File: config.mk
export PLATFORM = sky130hd
export DESIGN_NAME = instr_issue
export DESIGN_NICKNAME = d
export VERILOG_FILES = /design/src/rtl/instr_issue.sv
export SDC_FILE = /design/constraint.sdc
export NUM_CORES = 1
export LEC_CHECK = 0
export ABC_AREA = 1
export ABC_CLOCK_PERIOD_IN_PS = 2270
export CAP_MARGIN = 20
export CORE_MARGIN = 4
export CORE_UTILIZATION = 43
export DETAILED_ROUTE_END_ITERATION = 16
export PLACE_DENSITY_LB_ADDON = 0.05
export SYNTH_ARGS = -nofsm -noshare
export SYNTH_HDL_FRONTEND = slang
export SYNTH_SLANG_ARGS = --single-unit
File: constraint.sdc
create_clock -name clk -period 2.27 [get_ports clk]
set_input_delay 0.681 -clock clk [delete_from_list [all_inputs] [get_ports clk]]
set_output_delay 0.681 -clock clk [all_outputs]
set_load 0.03 [all_outputs]
File: src/rtl/instr_issue.sv
// Instruction FIFO, legality filter and issue sequencer for the control FSM.
// Holds the head entry stable from issue until control reports completion.
module instr_issue #(
  parameter int DEPTH = 2
) (
  input  logic        clk,
  input  logic        reset_n,
  input  logic        in_valid,
  input  logic [15:0] in_instr,
  output logic        in_ready,
  input  logic        w,
  input  logic [2:0]  nsel,
  output logic        s,
  output logic [2:0]  opcode,
  output logic [1:0]  op,
  output logic [2:0]  reg_num,
  output logic [1:0]  shift,
  output logic [15:0] sximm8,
  output logic [15:0] sximm5,
  output logic        busy,
  output logic [7:0]  illegal_cnt,
  output logic [15:0] retired_cnt
);

  localparam int AW = $clog2(DEPTH);

  typedef enum logic [1:0] {
    IDLE,
    ISSUE,
    EXEC
  } state_t;

  state_t      state_q;
  logic        s_q;
  logic [7:0]  ill_q;
  logic [15:0] ret_q;

  logic [15:0] mem_q [DEPTH];
  logic [AW:0] wr_q;
  logic [AW:0] rd_q;

  logic        empty;
  logic        full;
  logic        push;
  logic        pop;
  logic        legal;
  logic [15:0] head;

  assign empty = (wr_q == rd_q);
  assign full  = (wr_q[AW] != rd_q[AW]) &&
                 (wr_q[AW-1:0] == rd_q[AW-1:0]);

  assign in_ready = !full;
  assign push     = in_valid && !full;

  assign head = empty ? 16'h0000 : mem_q[rd_q[AW-1:0]];

  always_comb begin
    legal = 1'b0;
    case (head[15:11])
      5'b110_10,
      5'b110_00,
      5'b101_00,
      5'b101_01,
      5'b101_10,
      5'b101_11: legal = 1'b1;
      default:   legal = 1'b0;
    endcase
  end

  // Illegal heads drain from IDLE; legal ones leave only at end of EXEC.
  assign pop = ((state_q == IDLE) && !empty && !legal) ||
               ((state_q == EXEC) && w);

  always_ff @(posedge clk or negedge reset_n) begin
    if (!reset_n) begin
      wr_q <= '0;
      rd_q <= '0;
    end else begin
      if (push) wr_q <= wr_q + 1'b1;
      if (pop)  rd_q <= rd_q + 1'b1;
    end
  end

  always_ff @(posedge clk) begin
    if (push) mem_q[wr_q[AW-1:0]] <= in_instr;
  end

  always_ff @(posedge clk or negedge reset_n) begin
    if (!reset_n) begin
      state_q <= IDLE;
      s_q     <= 1'b0;
      ill_q   <= 8'h00;
      ret_q   <= 16'h0000;
    end else begin
      unique case (state_q)
        IDLE: begin
          if (!empty) begin
            if (!legal) begin
              if (ill_q != 8'hFF) ill_q <= ill_q + 8'd1;
            end else if (w) begin
              state_q <= ISSUE;
              s_q     <= 1'b1;
            end
          end
        end
        ISSUE: begin
          if (w) begin
            state_q <= EXEC;
            s_q     <= 1'b0;
          end
        end
        EXEC: begin
          if (w) begin
            state_q <= IDLE;
            ret_q   <= ret_q + 16'd1;
          end
        end
        default: begin
          state_q <= IDLE;
          s_q     <= 1'b0;
        end
      endcase
    end
  end

  assign s           = s_q;
  assign illegal_cnt = ill_q;
  assign retired_cnt = ret_q;
  assign busy        = !empty || (state_q != IDLE);

  assign opcode = head[15:13];
  assign op     = head[12:11];
  assign shift  = head[4:3];
  assign sximm8 = {{8{head[7]}}, head[7:0]};
  assign sximm5 = {{11{head[4]}}, head[4:0]};

  always_comb begin
    reg_num = 3'b000;
    case (nsel)
      3'b100:  reg_num = head[10:8];
      3'b010:  reg_num = head[7:5];
      3'b001:  reg_num = head[2:0];
      default: reg_num = 3'b000;
    endcase
  end

endmodule

==> summary.txt, run 1 <==
Outcome
  – Status: complete, but fails checks
  – Failing checks: setup timing

Global route
  – Largest net degree at the start of global routing: 32
  – Global-route wire length before repair: 11190 microns
  – Total congestion overflow: 0
  – Vias in the first global route: 2341
  – GR Util All Layers: 0.1660
  – Initial antenna violation count: 0

STA
  – RSZ-0062 raised after global routing: true
  – Fmax: 420.8 MHz
  – TNS Setup: -0.5896 ns
  – Finish-stage setup viols: 31
  – Minimum clock period: 2.376 ns
  – Slack of the critical path: -0.1064 ns
  – Max Slew Vio Count: 0
  – Tcrit/Tclk final: 1.047
  – Worst slew pin tran: 0.4996 ns
  – Hold slack: 0.4757 ns
  – Worst Clk Skew: 0.01035 ns
  – Hold Violations, Final: 0
  – Worst relative slew slack: 0.6659

Floorplanning
  – Die ar.: 8732 sq um
  – Num ports: 92
  – Die height: 93.45 microns
  – Die X: 93.45 microns
  – Starting Density: 0.4521
  – Cell Rows: 30
  – Core ar.: 6944 sq um

Drt
  – Drt wl/cell: 13.58 microns
  – Routed Antenna Nets: 0
  – Final WL: 6884 microns
  – # DRC: 0
  – Drt first pass iters: 4
  – Initial DRC count: 122
  – Via count: 2419
  – Routed vias/inst: 4.771

Power and ir drop
  – Static leakage: 1.976 nW
  – Combinational share of power: 0.637
  – Sequential Power Share: 0.235
  – Pwr Total: 0.007404 W
  – Clock network power share: 0.127
  – NetSw: 0.003539 W
  – Maximum vdd ir drop: 0.0008271 V
  – Switching part of the total: 0.4780
  – Pwr dens: 1668 nW/um^2
  – Internal power: 0.003865 W

Yosys
  – Async SR Flop Fraction: 0.4921
  – Synth area leaders: edfxtp_1 (31%), dfrtp_1 (25%), nand2_1 (9.6%), buf_4 (6.5%), xor2_1 (3.3%)
  – Post-synth EDFFs: 32
  – Most common cell in the netlist: nand2_1
  – Main flop type after synthesis: edfxtp_1
  – Synthesized flop and latch total: 63
  – Syn Inst Count: 310
  – Top cell type's share of synthesized area: 0.3061
  – Mapped Nets: 335
  – Yosys warns: 0
  – Top cell type by total area after synthesis: edfxtp_1
  – Post-Synthesis Mean Instance Area: 10.13 sq um
  – Post-synth top cells: nand2_1 (80), edfxtp_1 (32), dfrtp_1 (31), buf_4 (27), inv_1 (19)
  – Seq/Total Area, Yosys: 0.5532
  – Yosys cell types: 32
  – Synthesized area: 3139 sq um

Worst setup path
  – CP Depth: 4
  – Worst path bufs/invs: 2
  – Reg2reg setup slack: 0.54 ns
  – CP top delay family: buffers and inverters
  – Critical Path RT: 1.59 ns
  – Crit path max fanout: 3
  – Critical path, cell by cell: dlygate4sd2_1, nand4_1, o211ai_1, buf_4
  – CP Class: in -> out
  – Worst Setup End Kind: primary output
  – CP startpoint kind: input port
  – Slowest-stage cell, CP: dlygate4sd2_1
  – Max incr delay on CP: 0.34 ns
  – Worst Reg2Reg Path Length in Cells: 12
  – Data arrival time of the worst path: 1.70 ns

Clocking
  – H-tree levels: 3
  – Hold buffer count at cts: 0
  – Number of CTS-inserted buffers: 9
  – Clock Path Buffers: 2
  – Worst skew pair latency: 0.33 ns
  – Root buf cell: clkbuf_8
  – Clk slew on worst S/H paths: 0.06 ns
  – TritonCTS clock tree: done
  – Clock Sinks: 63

Placed design
  – Dpl ws: -0.3063 ns
  – IO Port Bufs: 91
  – Routability congestion estimate: 0.7940
  – DPL Wire Length: 4791 microns
  – Cell Area, Placed: 4016 sq um

Run
  – Max Cap Violations: 0

Cells and area
  – Fill count: 554
  – Final #Nets: 431
  – Share of cells above drive strength 1: 0.3114
  – Layout area overhead: 41.37%
  – # diodes: 0
  – Post-Layout Inst Area: 4438 sq um

Min path
  – Hold Path Depth: 1
  – Hold Path Class: reg -> reg
stage by stage:
step           std cells  utilization
6_report             507       0.6391
5_1_grt              507       0.6391
4_1_cts              504       0.6272
3_5_place_dp         481       0.5784
3_3_place_gp         481       0.5784
2_1_floorplan        310            -
power by group through the flow:
stage,logic (W),registers (W),clock network [W]
final,0.00472,0.00174,0.000943
after global routing,0.00502,0.00178,0.00103
after CTS,0.00461,0.00174,0.000965
after detailed placement,0.00426,0.00176,0
after global placement,0.00423,0.00175,0
after floorplan,0.00308,0.00186,0
worst paths after layout:
| kind | startpoint | endpoint |
|---|---|---|
| max | nsel[2] | reg_num[1] |
| min | retired_cnt[15] | retired_cnt[15] |
| max reg2reg | rd_q[0] | illegal_cnt[2] |
| min reg2reg | retired_cnt[15] | retired_cnt[15] |
| max in group asynchronous | reset_n | rd_q[0] |
| min in group asynchronous | reset_n | illegal_cnt[3] |
cell families (layout without fill, tap and decap cells):
logic type | after synthesis | after routing | share of synthesized area
and+or+nand+nor | 144 | 144 | 0.2264
DFF | 63 | 63 | 0.5532
buffers and inverters | 55 | 156 | 0.1016
xor gates and xnor gates | 23 | 23 | 0.06417
AOI/OAI and AO/OA | 20 | 20 | 0.03627
muxes | 3 | 3 | 0.01036
adders and majority gates | 2 | 2 | 0.007970
per-layer routing:
metal  routed length, microns  track usage
met5                        0            0
met4                       69      0.06227
met3                      520      0.05471
met2                     3316       0.2621
met1                     2978       0.2117
placed cells by master, fill, tap and decap left out, types with 4 or more instances in the layout:
cell and n:
inv_1 15, clkbuf_8 10, nand2_4 4, edfxtp_1 32, clkdlybuf4s50_1 44, dfrtp_1 30, buf_4 59, inv_2 7
nor2_1 16, nand2_2 7, nand3_1 13, nand2_1 76, xnor2_1 11, a21oi_4 8, xor2_1 12, buf_6 6
nand4_1 13
registers in the layout, indices dropped and copies added (netlist names):
register,count
s,1
retired_cnt,16
state_q,2
rd_q,2
illegal_cnt,8
mem_q,32
wr_q,2
worst register-to-register path, stage by stage, from the launching register on:
cell and delay (ns):
dfrtp_2 0.45, inv_4 0.11, buf_12 0.12, buf_4 0.12
nand2_1 0.08, nand2_1 0.08, nand3_1 0.08, nand2_1 0.10
inv_2 0.06, nand2_4 0.13, nand3_4 0.14, nand2_1 0.09
nand2_1 0.05
cell type report:
type                    count  area, sq um  share of cell area
clock inverters             5        47.55             0.01071
well taps                  96        120.1             0.02707
inverters                  24        100.1             0.02255
multi-input cells         192         1229              0.2769
repair buffers            116         1062              0.2394
flip-flops and latches     63         1738              0.3916
clock buffers              11        141.4             0.03186
repair_timing:
| item | CTS | global route |
|---|---|---|
| setup buffers | 7 | 2 |
| pin swaps | 5 | 3 |
| endpoints found under the setup margin | 41 | 38 |
| resized for setup | 23 | 15 |
| gates cloned | 0 | 1 |
(Power assumes the default switching activity.)
==> inputs of run 2 (changes only) <==
--- a/config.mk
+++ b/config.mk
@@ -7,7 +7,7 @@
 export LEC_CHECK = 0
 export ABC_AREA = 1
 export ABC_CLOCK_PERIOD_IN_PS = 2270
-export CAP_MARGIN = 20
+export CAP_MARGIN = 15
 export CORE_MARGIN = 4
 export CORE_UTILIZATION = 43
 export DETAILED_ROUTE_END_ITERATION = 16
==> results of run 2 <==
The final DEF is identical to that of run 1; final timing and power are the same.
==> inputs of run 3 (changes only) <==
--- a/config.mk
+++ b/config.mk
@@ -9,7 +9,7 @@
 export ABC_CLOCK_PERIOD_IN_PS = 2270
 export CAP_MARGIN = 15
 export CORE_MARGIN = 4
-export CORE_UTILIZATION = 43
+export CORE_UTILIZATION = 35
 export DETAILED_ROUTE_END_ITERATION = 16
 export PLACE_DENSITY_LB_ADDON = 0.05
 export SYNTH_ARGS = -nofsm -noshare
==> run 3 against run 2 <==
Effect of this change: the run still ends with setup timing left; global-route usage fell by 2.7 points; clock skew increased by 0.0057 ns; sequential share of layout area decreased by 0.38 points; power grew 1.3%; cell area increased by 0.90%; non-clock buffer count is 2 higher; combinational power increased by 3%; first-iteration DRC count decreased by 15%; routed wire length is 3.1% higher; clock-buffer cell count grew 2; via count fell by 2.2%; critical endpoint is now sximm8[9]; highest routed layer unchanged.
==> summary.txt, run 3 (synthesis gave the netlist of run 1 again) <==
Cells and area
  – Layout area overhead: 42.65%
  – Largest register FFs: 32
  – Most common cell after layout, fill and taps aside: nand2_1
  – Post-Layout Inst Area: 4478 sq um
  – Share of cells above drive strength 1: 0.3196
  – Commonest cells after routing, fill and taps aside: nand2_1 (74), buf_4 (50), clkdlybuf4s50_1 (43)
  – Final #Nets: 433
  – Layout Cells excl Fill: 521
  – Fill count: 799
  – # diodes: 0
  – Final Util: 0.5135

Clocking
  – Clock Path Buffers: 2
  – Clock Sinks: 63
  – H-tree levels: 3
  – Clk slew on worst S/H paths: 0.07 ns
  – Root buf cell: clkbuf_8
  – Worst skew pair latency: 0.34 ns
  – Number of CTS-inserted buffers: 9
  – TritonCTS clock tree: done

Power and ir drop
  – Pwr Total: 0.007501 W
  – Clock network power share: 0.121
  – NetSw: 0.003566 W
  – Static leakage: 2.016 nW
  – Pwr dens: 1675 nW/um^2
  – Sequential Power Share: 0.231
  – Switching part of the total: 0.4754
  – Combinational share of power: 0.649
  – Internal power: 0.003935 W
  – Maximum vdd ir drop: 0.0007561 V

STA
  – Worst slew pin tran: 0.4975 ns
  – Worst Clk Skew: 0.01605 ns
  – Worst relative slew slack: 0.6673
  – Hold Violations, Final: 0
  – Slack of the critical path: -0.1635 ns
  – Finish-stage setup viols: 28
  – RSZ-0062 raised after global routing: true
  – Fmax: 410.9 MHz
  – Max Slew Vio Count: 0
  – Minimum clock period: 2.434 ns
  – Tcrit/Tclk final: 1.072

Min path
  – Hold Path Class: reg -> reg

Drt
  – Via count: 2365
  – # DRC: 0
  – Drt wl/cell: 13.62 microns
  – Initial DRC count: 104
  – Wire length on met3: 427 microns
  – Routed Antenna Nets: 0
  – Final WL: 7094 microns
  – Max layer used: met4
  – Routed vias/inst: 4.539
  – Routed length on met1: 3173 microns
  – WL met2: 3362 microns
  – Drt first pass iters: 5

Run
  – Max Cap Violations: 0

Global route
  – GR Util All Layers: 0.1393
  – Initial antenna violation count: 0
  – Total congestion overflow: 0
  – Vias in the first global route: 2234
  – Largest net degree at the start of global routing: 32
  – Global-route wire length before repair: 11100 microns

Worst setup path
  – CP Class: reg -> out
  – CP startpoint kind: register
  – Crit path max fanout: 13
  – Critical Path RT: 1.59 ns
  – Data arrival time of the worst path: 1.75 ns
  – Worst Setup End Kind: primary output

Floorplanning
  – Die X: 102.7 microns
  – Starting Density: 0.3600
  – Die ar.: 10550 sq um
  – Cell Rows: 34
  – Core ar.: 8721 sq um
  – Num ports: 92
  – Die height: 102.7 microns

Outcome
  – Status: complete, but fails checks
  – Failing checks: setup timing

Placed design
  – DPL Wire Length: 4966 microns
  – Dpl cells: 490
  – Dpl ws: -0.2584 ns
  – Cell Area, Placed: 4021 sq um
  – IO Port Bufs: 91
  – Routability congestion estimate: 0.7429
run 3: layer usage:
metal | vias up | GRT usage
met1 | 1096 | 0.1825
met5 | - | 0
met4 | 0 | 0.05752
met3 | 11 | 0.04263
met2 | 65 | 0.2150
li1 | 1193 | -
run 3: through the flow:
stage | hold WS (ns) | TNS, ns
after CTS | 0.4920 | -1.561
after global placement | 0.4667 | -0.6785
after floorplan | 0.3854 | -0.1207
after detailed placement | 0.4787 | -0.7450
after global routing | 0.5055 | -3.918
final | 0.4847 | -1.535
run 3: final timing paths:
path | startpoint | to | slack (ns) | depth (start not counted)
max in group asynchronous | reset_n | retired_cnt[9] | 1.22 | 2
hold / removal | s | s | 0.48 | 2
setup reg to reg | rd_q[0] | mem_q[1][15] | 0.40 | 9
hold reg to reg | s | s | 0.48 | 2
min in group asynchronous | reset_n | illegal_cnt[3] | 0.74 | 2
setup / recovery | rd_q[0] | sximm8[9] | -0.16 | 9
run 3: worst max-delay path, cell delays in order, from the launching register on:
cell	delay, ns
dfrtp_1	0.43
inv_2	0.12
nand2_4	0.06
nand2_4	0.06
nand2_4	0.06
inv_6	0.18
a21oi_4	0.07
buf_4	0.15
buf_6	0.11
buf_4	0.16
run 3: what timing repair did:
item / 4_1_cts / 5_1_grt
setup endpoints to repair: 42 / 42
hold buffers: 0 / 0
pin swaps: 7 / 4
setup buffers: 10 / 5
gates resized for setup: 18 / 25
gates cloned: 0 / 0
run 3: cell type report:
type	instances	area (sq um)	share of cell area
multi-input combinational	192	1210	0.2702
timing repair buffer	118	1116	0.2492
inverter	24	95.09	0.02124
clock buffer	13	168.9	0.03772
sequential	63	1737	0.3878
tap	108	135.1	0.03018
clock inverter	3	16.27	0.003632
run 3: power groups by stage:
stage / sequential, W / combinational [W] / clock (W)
finish: 0.00173 / 0.00487 / 0.000905
global route: 0.00177 / 0.00522 / 0.000989
CTS: 0.00173 / 0.00463 / 0.000942
detailed placement: 0.00175 / 0.00431 / 0
global placement: 0.00175 / 0.00429 / 0
floorplan: 0.00186 / 0.00308 / 0
